[src/rtl/ber_win_cnt.sv]
// Measurement-window BER counter: counts compared bits up to a programmed window
// length, counts mismatches in a saturating counter, latches the total at window end.
module ber_win_cnt #(
  parameter int BW_BIT = 16,
  parameter int BW_ERR = 16
) (
  input  logic              RSTX,
  input  logic              CLK,
  input  logic              START,
  input  logic              ABORT,
  input  logic [BW_BIT-1:0] WIN,
  input  logic              VLD,
  input  logic              ERR,
  output logic              BUSY,
  output logic              DONE,
  output logic [BW_BIT-1:0] BIT_CNT,
  output logic [BW_ERR-1:0] ERR_CNT,
  output logic              ERR_SAT
);

  typedef enum logic {
    IDLE = 1'b0,
    RUN  = 1'b1
  } state_t;

  localparam logic [BW_ERR-1:0] ERR_MAX = '1;

  state_t            state_q, state_d;
  logic [BW_BIT-1:0] win_q, win_d;
  logic [BW_BIT-1:0] bit_q, bit_d;
  logic [BW_BIT-1:0] bit_inc;
  logic [BW_ERR-1:0] err_q, err_d;
  logic [BW_ERR-1:0] err_nxt;
  logic              sat_q, sat_d;
  logic              sat_nxt;
  logic [BW_ERR-1:0] err_cnt_q, err_cnt_d;
  logic              err_sat_q, err_sat_d;
  logic              done_q, done_d;

  always_comb begin
    state_d   = state_q;
    win_d     = win_q;
    bit_d     = bit_q;
    err_d     = err_q;
    sat_d     = sat_q;
    err_cnt_d = err_cnt_q;
    err_sat_d = err_sat_q;
    done_d    = 1'b0;

    // bit_q stays below win_q while running, so this increment cannot wrap
    bit_inc = bit_q + BW_BIT'(1);
    err_nxt = err_q;
    sat_nxt = sat_q;
    if (ERR) begin
      if (err_q == ERR_MAX) begin
        sat_nxt = 1'b1;
      end else begin
        err_nxt = err_q + BW_ERR'(1);
      end
    end

    if (ABORT) begin
      state_d = IDLE;
    end else if (START) begin
      state_d = RUN;
      win_d   = WIN;
      bit_d   = '0;
      err_d   = '0;
      sat_d   = 1'b0;
    end else if (state_q == RUN) begin
      if (win_q == '0) begin
        state_d   = IDLE;
        done_d    = 1'b1;
        err_cnt_d = '0;
        err_sat_d = 1'b0;
      end else if (VLD) begin
        bit_d = bit_inc;
        err_d = err_nxt;
        sat_d = sat_nxt;
        if (bit_inc == win_q) begin
          state_d   = IDLE;
          done_d    = 1'b1;
          err_cnt_d = err_nxt;
          err_sat_d = sat_nxt;
        end
      end
    end
  end

  always_ff @(posedge CLK or negedge RSTX) begin
    if (!RSTX) begin
      state_q   <= IDLE;
      win_q     <= '0;
      bit_q     <= '0;
      err_q     <= '0;
      sat_q     <= 1'b0;
      err_cnt_q <= '0;
      err_sat_q <= 1'b0;
      done_q    <= 1'b0;
    end else begin
      state_q   <= state_d;
      win_q     <= win_d;
      bit_q     <= bit_d;
      err_q     <= err_d;
      sat_q     <= sat_d;
      err_cnt_q <= err_cnt_d;
      err_sat_q <= err_sat_d;
      done_q    <= done_d;
    end
  end

  assign BUSY    = (state_q == RUN);
  assign DONE    = done_q;
  assign BIT_CNT = bit_q;
  assign ERR_CNT = err_cnt_q;
  assign ERR_SAT = err_sat_q;

endmodule

[config.mk]
export PLATFORM = sky130hd
export DESIGN_NAME = ber_win_cnt
export DESIGN_NICKNAME = d
export VERILOG_FILES = /design/src/rtl/ber_win_cnt.sv
export SDC_FILE = /design/constraint.sdc
export NUM_CORES = 1
export LEC_CHECK = 0
export CAP_MARGIN = 0
export CELL_PAD_IN_SITES_DETAIL_PLACEMENT = 1
export CELL_PAD_IN_SITES_GLOBAL_PLACEMENT = 2
export CORE_ASPECT_RATIO = 0.9
export CORE_MARGIN = 5
export CORE_UTILIZATION = 30
export DETAILED_ROUTE_END_ITERATION = 10
export PLACE_DENSITY_LB_ADDON = 0.25
export SKIP_CTS_REPAIR_TIMING = 1
export SYNTH_ARGS = -nofsm -noshare
export SYNTH_HDL_FRONTEND = slang
export SYNTH_SLANG_ARGS = --single-unit
[constraint.sdc]
create_clock -name CLK -period 2.4 [get_ports CLK]
set_input_delay 0.48 -clock CLK [delete_from_list [all_inputs] [get_ports CLK]]
set_output_delay 0.48 -clock CLK [all_outputs]
set_load 0.005 [all_outputs]
==> out/qor.yml, run 1 <==
placed_design:
  port_buffers: 56
  dpl.hpwl_mm: 9.18
  place.gp.congestion: 0.797
die:
  coreArea_sq_um: 12700
  row_count: 39
  dieArea_sq_um: 15300
  fp.dieH_um: 118
  die_x_um: 130
  start_util_pct: 30.7
  io_pins: 57
worst_setup_path:
  rr_worst_depth: 8
  path_class: "reg2reg"
  slowest_stage: "or4_4"
  cp_cell_sequence: "nand3_2, buf_4, or4_4, nor4b_4, o211a_1, nand4b_4, buf_4, o211ai_1"
  path_delay_family: "simple AND/OR/NAND/NOR gates"
  cp-end-kind: "register"
  critical_path_required_ns: 2.65
  cp_data_arrival_time_ns: 2.61
  cpPeakStageDelay_ns: 0.55
  cp_common_cell: "buf_4"
  critPathBufInv: 2
  critPathMaxFanout: 6
  cp.depth: 8
  startpoint_type: "register"
routing:
  drt_pass1_iterations: 4
  num_vias: 3658
  drt_wl_total_mm: 12.6
  drc: 0
  top_layer: "met4"
  antenna_left: 0
  dr_wl_met3_um: 455
  routedWlPerCell_um: 17.5
  vias_per_cell: 5.07
  wl_met1_mm: 6.49
  wl_met2_mm: 5.60
  drtIter0Drc: 185
layout:
  syn2layout_area_growth_pct: 38.2
  n_antenna_cell: 0
  final_nets: 576
  final_common_cell: "nand2_1"
  final_cell_mix: "nand2_1 (98), dfrtp_1 (65), clkdlybuf4s50_1 (55)"
  layout-drive-gt1-share_pct: 16.9
timing:
  fin_worst_skew_ns: 0.00881
  period_minus_slack_ns: 2.36
  relSlewSlack_pct: 71.0
  worstMarginPinSlew_ns: 0.434
  setup-tns-final_ns: 0
  final-hold-violation-count: 0
  min_period_over_period_pct: 98.5
  setup_violations: 0
  fmax_ghz: 0.423
  drv_slew: 0
  rsz0062_at_grt: "yes"
  holdWs_ns: 0.149
clock_tree:
  cts_sinks: 68
  clkTransAtPathRegs_ns: 0.06
  numCtsBuffers: 9
  root_buffer: "clkbuf_16"
  htreeDepth: 3
  clockBufferDepth: 2
  tritoncts: "yes"
  clk_latency_ns: 0.34
global_route:
  antenna_found_initial: 0
  grt_pass1_vias: 3906
  overflow: 0
  grt_max_degree: 69
  groute.usage.overall_pct: 17.1
  grt_pass1_wl_mm: 20.9
synthesis:
  ys.flop_type: "dfrtp_1"
  ys_seq_elements: 68
  synth_edf_count: 0
  syn_avg_cell_area_sq_um: 8.51
  synth_cell_types: 52
  ys_seq_area_share_pct: 43.7
  synth-warning-count: 0
  synth_area_sq_um: 3890
  synth_nets: 481
  synthesis.instances: 457
  async_flop_share_pct: 100
min_path:
  hp-class: "in2async"
pwr:
  p_leak_nw: 2.32
  power_density_nw_per_um2: 549
  peakVddDrop_uv: 374
run_status:
  status: "complete, no violations"
job:
  drv_cap: 0
==> flip-flops by register name, indices dropped and copies added, names as in the netlist <==
signal   count
BIT_CNT     16
ERR_CNT     16
err_q       16
win_q       16
BUSY         1
DONE         1
ERR_SAT      1
sat_q        1
==> worst reg2reg max path, delay by kind of cell (launching register included) <==
family	cells	cell delay [ns]
DFF	1	0.37
AOI/OAI and AO/OA	2	0.44
buffers and inverters	2	0.36
and+or+nand+nor	4	1.11
==> stage by stage <==
step                      worst slack, ns  util, %  std cells  power [mW]  area [sq um]
after CTS                         -0.0929     41.8        719        2.98          5300
final                              0.0368     42.4        721        2.95          5380
after global routing              -0.0966     42.4        721        3.06          5380
after global placement            -0.0607     39.4        703        1.59          5000
after detailed placement          -0.0738     39.4        703        1.60          5000
after floorplan                   -0.0678        -        457        1.43          3930
==> final cells by class <==
type,instances,area (sq um)
multi-input combinational,358,2130
inverter,5,18.8
clock buffer,10,239
timing repair buffer,110,1020
fill,1543,7310
tap,164,205
sequential,68,1710
clock inverter,6,61.3
==> final timing paths <==
check,startpoint,to,slack [ns]
worst max register to register,BIT_CNT[5],ERR_CNT[0],0.04
min in group CLK,err_q[14],err_q[14],0.52
worst max-delay path,BIT_CNT[5],ERR_CNT[0],0.04
max in group asynchronous,RSTX,BIT_CNT[3],1.88
worst min-delay path,RSTX,win_q[6],0.15
worst min register to register,err_q[14],err_q[14],0.52
==> metal layers <==
layer | global-route usage, % | vias up
met2 | 24.7 | 54
met5 | 0 | -
met3 | 3.40 | 9
li1 | - | 1804
met4 | 4.16 | 0
met1 | 26.1 | 1791
==> Yosys cell counts, drive strengths merged (2+ instances only) <==
master / instances / area [sq um]
nand2: 98 / 368
dfrtp: 68 / 1700
o21ai: 44 / 220
nand3: 28 / 145
nor2: 27 / 101
xnor2: 21 / 184
clkbuf: 20 / 75.1
o211ai: 18 / 135
a21oi: 15 / 75.1
xor2: 12 / 105
and3: 10 / 62.6
o31ai: 9 / 67.6
nand4: 8 / 56.3
and2: 7 / 43.8
nand2b: 7 / 43.8
buf: 6 / 30.0
or2: 6 / 37.5
inv: 5 / 18.8
nor4: 5 / 31.3
a31oi: 3 / 18.8
and4: 3 / 26.3
mux2i: 3 / 30.0
nor2b: 3 / 18.8
nor3: 3 / 15.0
o22ai: 3 / 18.8
or4: 3 / 26.3
a22o: 2 / 17.5
ha: 2 / 25.0
nand4b: 2 / 32.5
==> power by group <==
part,switching [mW],internal (mW)
clock,0.530,0.831
combinational,0.178,0.161
sequential,0.0580,1.19
total,0.766,2.18
==> cells by family after synthesis <==
family / synth area share (%)
flip-flops: 43.7
AO/OA/AOI/OAI: 17.4
AND/OR/NAND/NOR: 26.5
adder cells (fa/ha/maj): 0.643
multiplexers: 1.06
buffers and inverters: 3.18
XOR/XNOR: 7.43
(Power assumes the default switching activity.)
==> inputs of run 2 (changes only) <==
Settings changed: PLACE_DENSITY_LB_ADDON 0.25 to 0.1.
Clock period 2.4 ns to 2.1 ns, I/O delays scaled along.
==> out/qor.yml, run 2 (synthesis results as in run 1) <==
global_route:
  grt_pass1_wl_mm: 22.0  # +5.4%
  grt_pass1_vias: 4174  # +6.9%
  groute.usage.overall_pct: 18.2  # +1.0 points
  grt_max_degree: 69  # unchanged
  overflow: 0  # unchanged
  antenna_found_initial: 0  # unchanged
timing:
  finalWorstSetupSlack_ns: -0.315  # -0.352 ns
  worstMarginPinSlew_ns: 0.408  # -0.0252 ns
  final-hold-violation-count: 0  # unchanged
  rsz0062_at_grt: "yes"
  period_minus_slack_ns: 2.42  # +0.0518 ns
  min_period_over_period_pct: 115  # +17 points
  relSlewSlack_pct: 72.8  # +1.8 points
  setup_violations: 25  # +25
  drv_slew: 0  # unchanged
  setup-tns-final_ns: -5.27  # -5.27 ns
  fin_worst_skew_ns: 0.00723  # -0.00158 ns
  fmax_ghz: 0.414  # -2.1%
clock_tree:
  clkTransAtPathRegs_ns: 0.05  # about the same
  clockBufferDepth: 2  # unchanged
  tritoncts: "yes"
  htreeDepth: 3  # unchanged
  root_buffer: "clkbuf_16"
  clk_latency_ns: 0.34  # about the same
  cts_sinks: 68  # unchanged
  numCtsBuffers: 9  # unchanged
worst_setup_path:
  startpoint_type: "register"
  cp-end-kind: "register"
  cp_data_arrival_time_ns: 2.62  # about the same
  critPathMaxFanout: 19  # +13
  slowest_stage: "or4_4"
  critical_path_required_ns: 2.31  # -0.34 ns
  cp_cell_sequence: "nand4_1, or4_4, xnor2_2, a2111oi_4, buf_4, nand4_4, buf_12, nand3_1, o211ai_1"
  path_class: "reg2reg"
  path_delay_family: "simple AND/OR/NAND/NOR gates"
  critPathBufInv: 2  # unchanged
  cpPeakStageDelay_ns: 0.60  # +0.05 ns
die:
  coreArea_sq_um: 12700  # unchanged
  die_x_um: 130  # unchanged
  dieArea_sq_um: 15300  # unchanged
  start_util_pct: 30.7  # unchanged
  row_count: 39  # unchanged
  fp.dieH_um: 118  # unchanged
  io_pins: 57  # unchanged
routing:
  drt_pass1_iterations: 5  # +1
  drt_wl_total_mm: 14.1  # +11%
  routedWlPerCell_um: 18.2  # +3.9%
  drtIter0Drc: 194  # +4.9%
  num_vias: 3940  # +7.7%
  antenna_left: 0  # unchanged
  drc: 0  # unchanged
  vias_per_cell: 5.10  # +0.59%
layout:
  multi_input_area_sq_um: 2190  # +2.9%
  n_antenna_cell: 0  # unchanged
  final-instance-count-excl-fill: 772  # +7.1%
  layout-drive-gt1-share_pct: 24.7  # +7.8 points
  syn2layout_area_growth_pct: 51.0
  final_nets: 627  # +8.9%
  final_common_cell: "nand2_1"
  final-seq-area_sq_um: 1700  # -0.15%
  final_cell_mix: "nand2_1 (97), buf_4 (92), dfrtp_1 (67)"
  final.fill_count: 1495  # -3.1%
run_status:
  violations: "negative setup slack"
  status: "complete, but fails checks"
pwr:
  power_mw: 3.48  # +18%
  power_frac_clock_pct: 44.7  # -1.4 points
  p_comb_share_pct: 14.9  # +3.4 points
  p_int_mw: 2.60  # +19%
  p_leak_nw: 2.61  # +12%
  power_density_nw_per_um2: 593  # +8.1%
  p_seq_share_pct: 40.4  # -1.9 points
  swShare_pct: 25.2  # -0.77 points
  peakVddDrop_uv: 401  # +7.4%
  power.switching_mw: 0.878  # +15%
placed_design:
  dpl.cell_count: 743  # +5.7%
  dpl_worst_slack_ns: -0.371  # -0.297 ns
  port_buffers: 56  # unchanged
  place.gp.congestion: 0.847  # +6.3%
  dpl.hpwl_mm: 9.75  # +6.2%
min_path:
  hp-class: "in2async"
job:
  drv_cap: 0  # unchanged
-- run 2: cell types whose count changed in the layout (fill, tap and decap cells not counted), moves of 2 or more --
cell	before	now
clkinv_2	3	0
nor4_2	1	3
buf_4	48	92
buf_12	4	6
dfrtp_1	65	67
clkbuf_1	0	4
dfrtp_2	3	1
nor4_1	4	2
buf_8	0	2
-- run 2: area by class of cell --
class,count,share of cell area [%]
clock buffers,15,4.56
clock inverters,1,0.511
inverters,5,0.320
multi-input cells,358,37.3
flip-flops and latches,68,29.0
well taps,164,3.49
repair buffers,161,24.9
-- run 2: final timing paths --
kind                                  from    endpoint  slack [ns]  cells after the start
worst max register to register  BIT_CNT[4]  ERR_CNT[4]       -0.32                      9
min in group CLK                     sat_q       sat_q        0.51                      1
worst min register to register       sat_q       sat_q        0.51                      1
worst max-delay path            BIT_CNT[4]  ERR_CNT[4]       -0.32                      9
max in group asynchronous             RSTX  BIT_CNT[4]        1.67                      2
worst min-delay path                  RSTX    win_q[5]        0.08                      2
-- run 2: through the flow --
step / cell area [sq um] / hold slack (ns) / util [%]
6_report: 5870 / 0.0800 / 46.3
5_1_grt: 5870 / 0.133 / 46.3
4_1_cts: 5620 / 0.114 / 44.3
3_5_place_dp: 5330 / 0.479 / 42.0
3_3_place_gp: 5330 / 0.485 / 42.0
2_1_floorplan: 3930 / 0.124 / -
-- run 2: metal layers --
metal / up-vias / share of wire (%) / global-route usage [%]
met5: - / 0 / 0
met2: 62 / 43 / 26.2
li1: 1907 / - / -
met1: 1962 / 51 / 27.0
met4: 0 / 0.76 / 3.70
met3: 9 / 4.4 / 5.08
-- run 2: worst register-to-register path: stages (launching register included) --
cell and delay (ns):
dfrtp_2 0.42, nand4_1 0.10, or4_4 0.60, xnor2_2 0.18
a2111oi_4 0.36, buf_4 0.18, nand4_4 0.09, buf_12 0.17
nand3_1 0.09, o211ai_1 0.11
-- run 2: power groups by stage --
stage	clock, mW	sequential [mW]	combinational, mW
3_3_place_gp	0	1.42	0.467
2_1_floorplan	0	1.43	0.201
3_5_place_dp	0	1.43	0.480
6_report	1.56	1.41	0.518
5_1_grt	1.67	1.41	0.567
4_1_cts	1.60	1.40	0.482
==> inputs of run 3 (changes only) <==
Settings changed: GPL_TIMING_DRIVEN set to 1.
==> results of run 3 <==
Same layout as run 2: the final DEF is identical, and so are final timing and power.
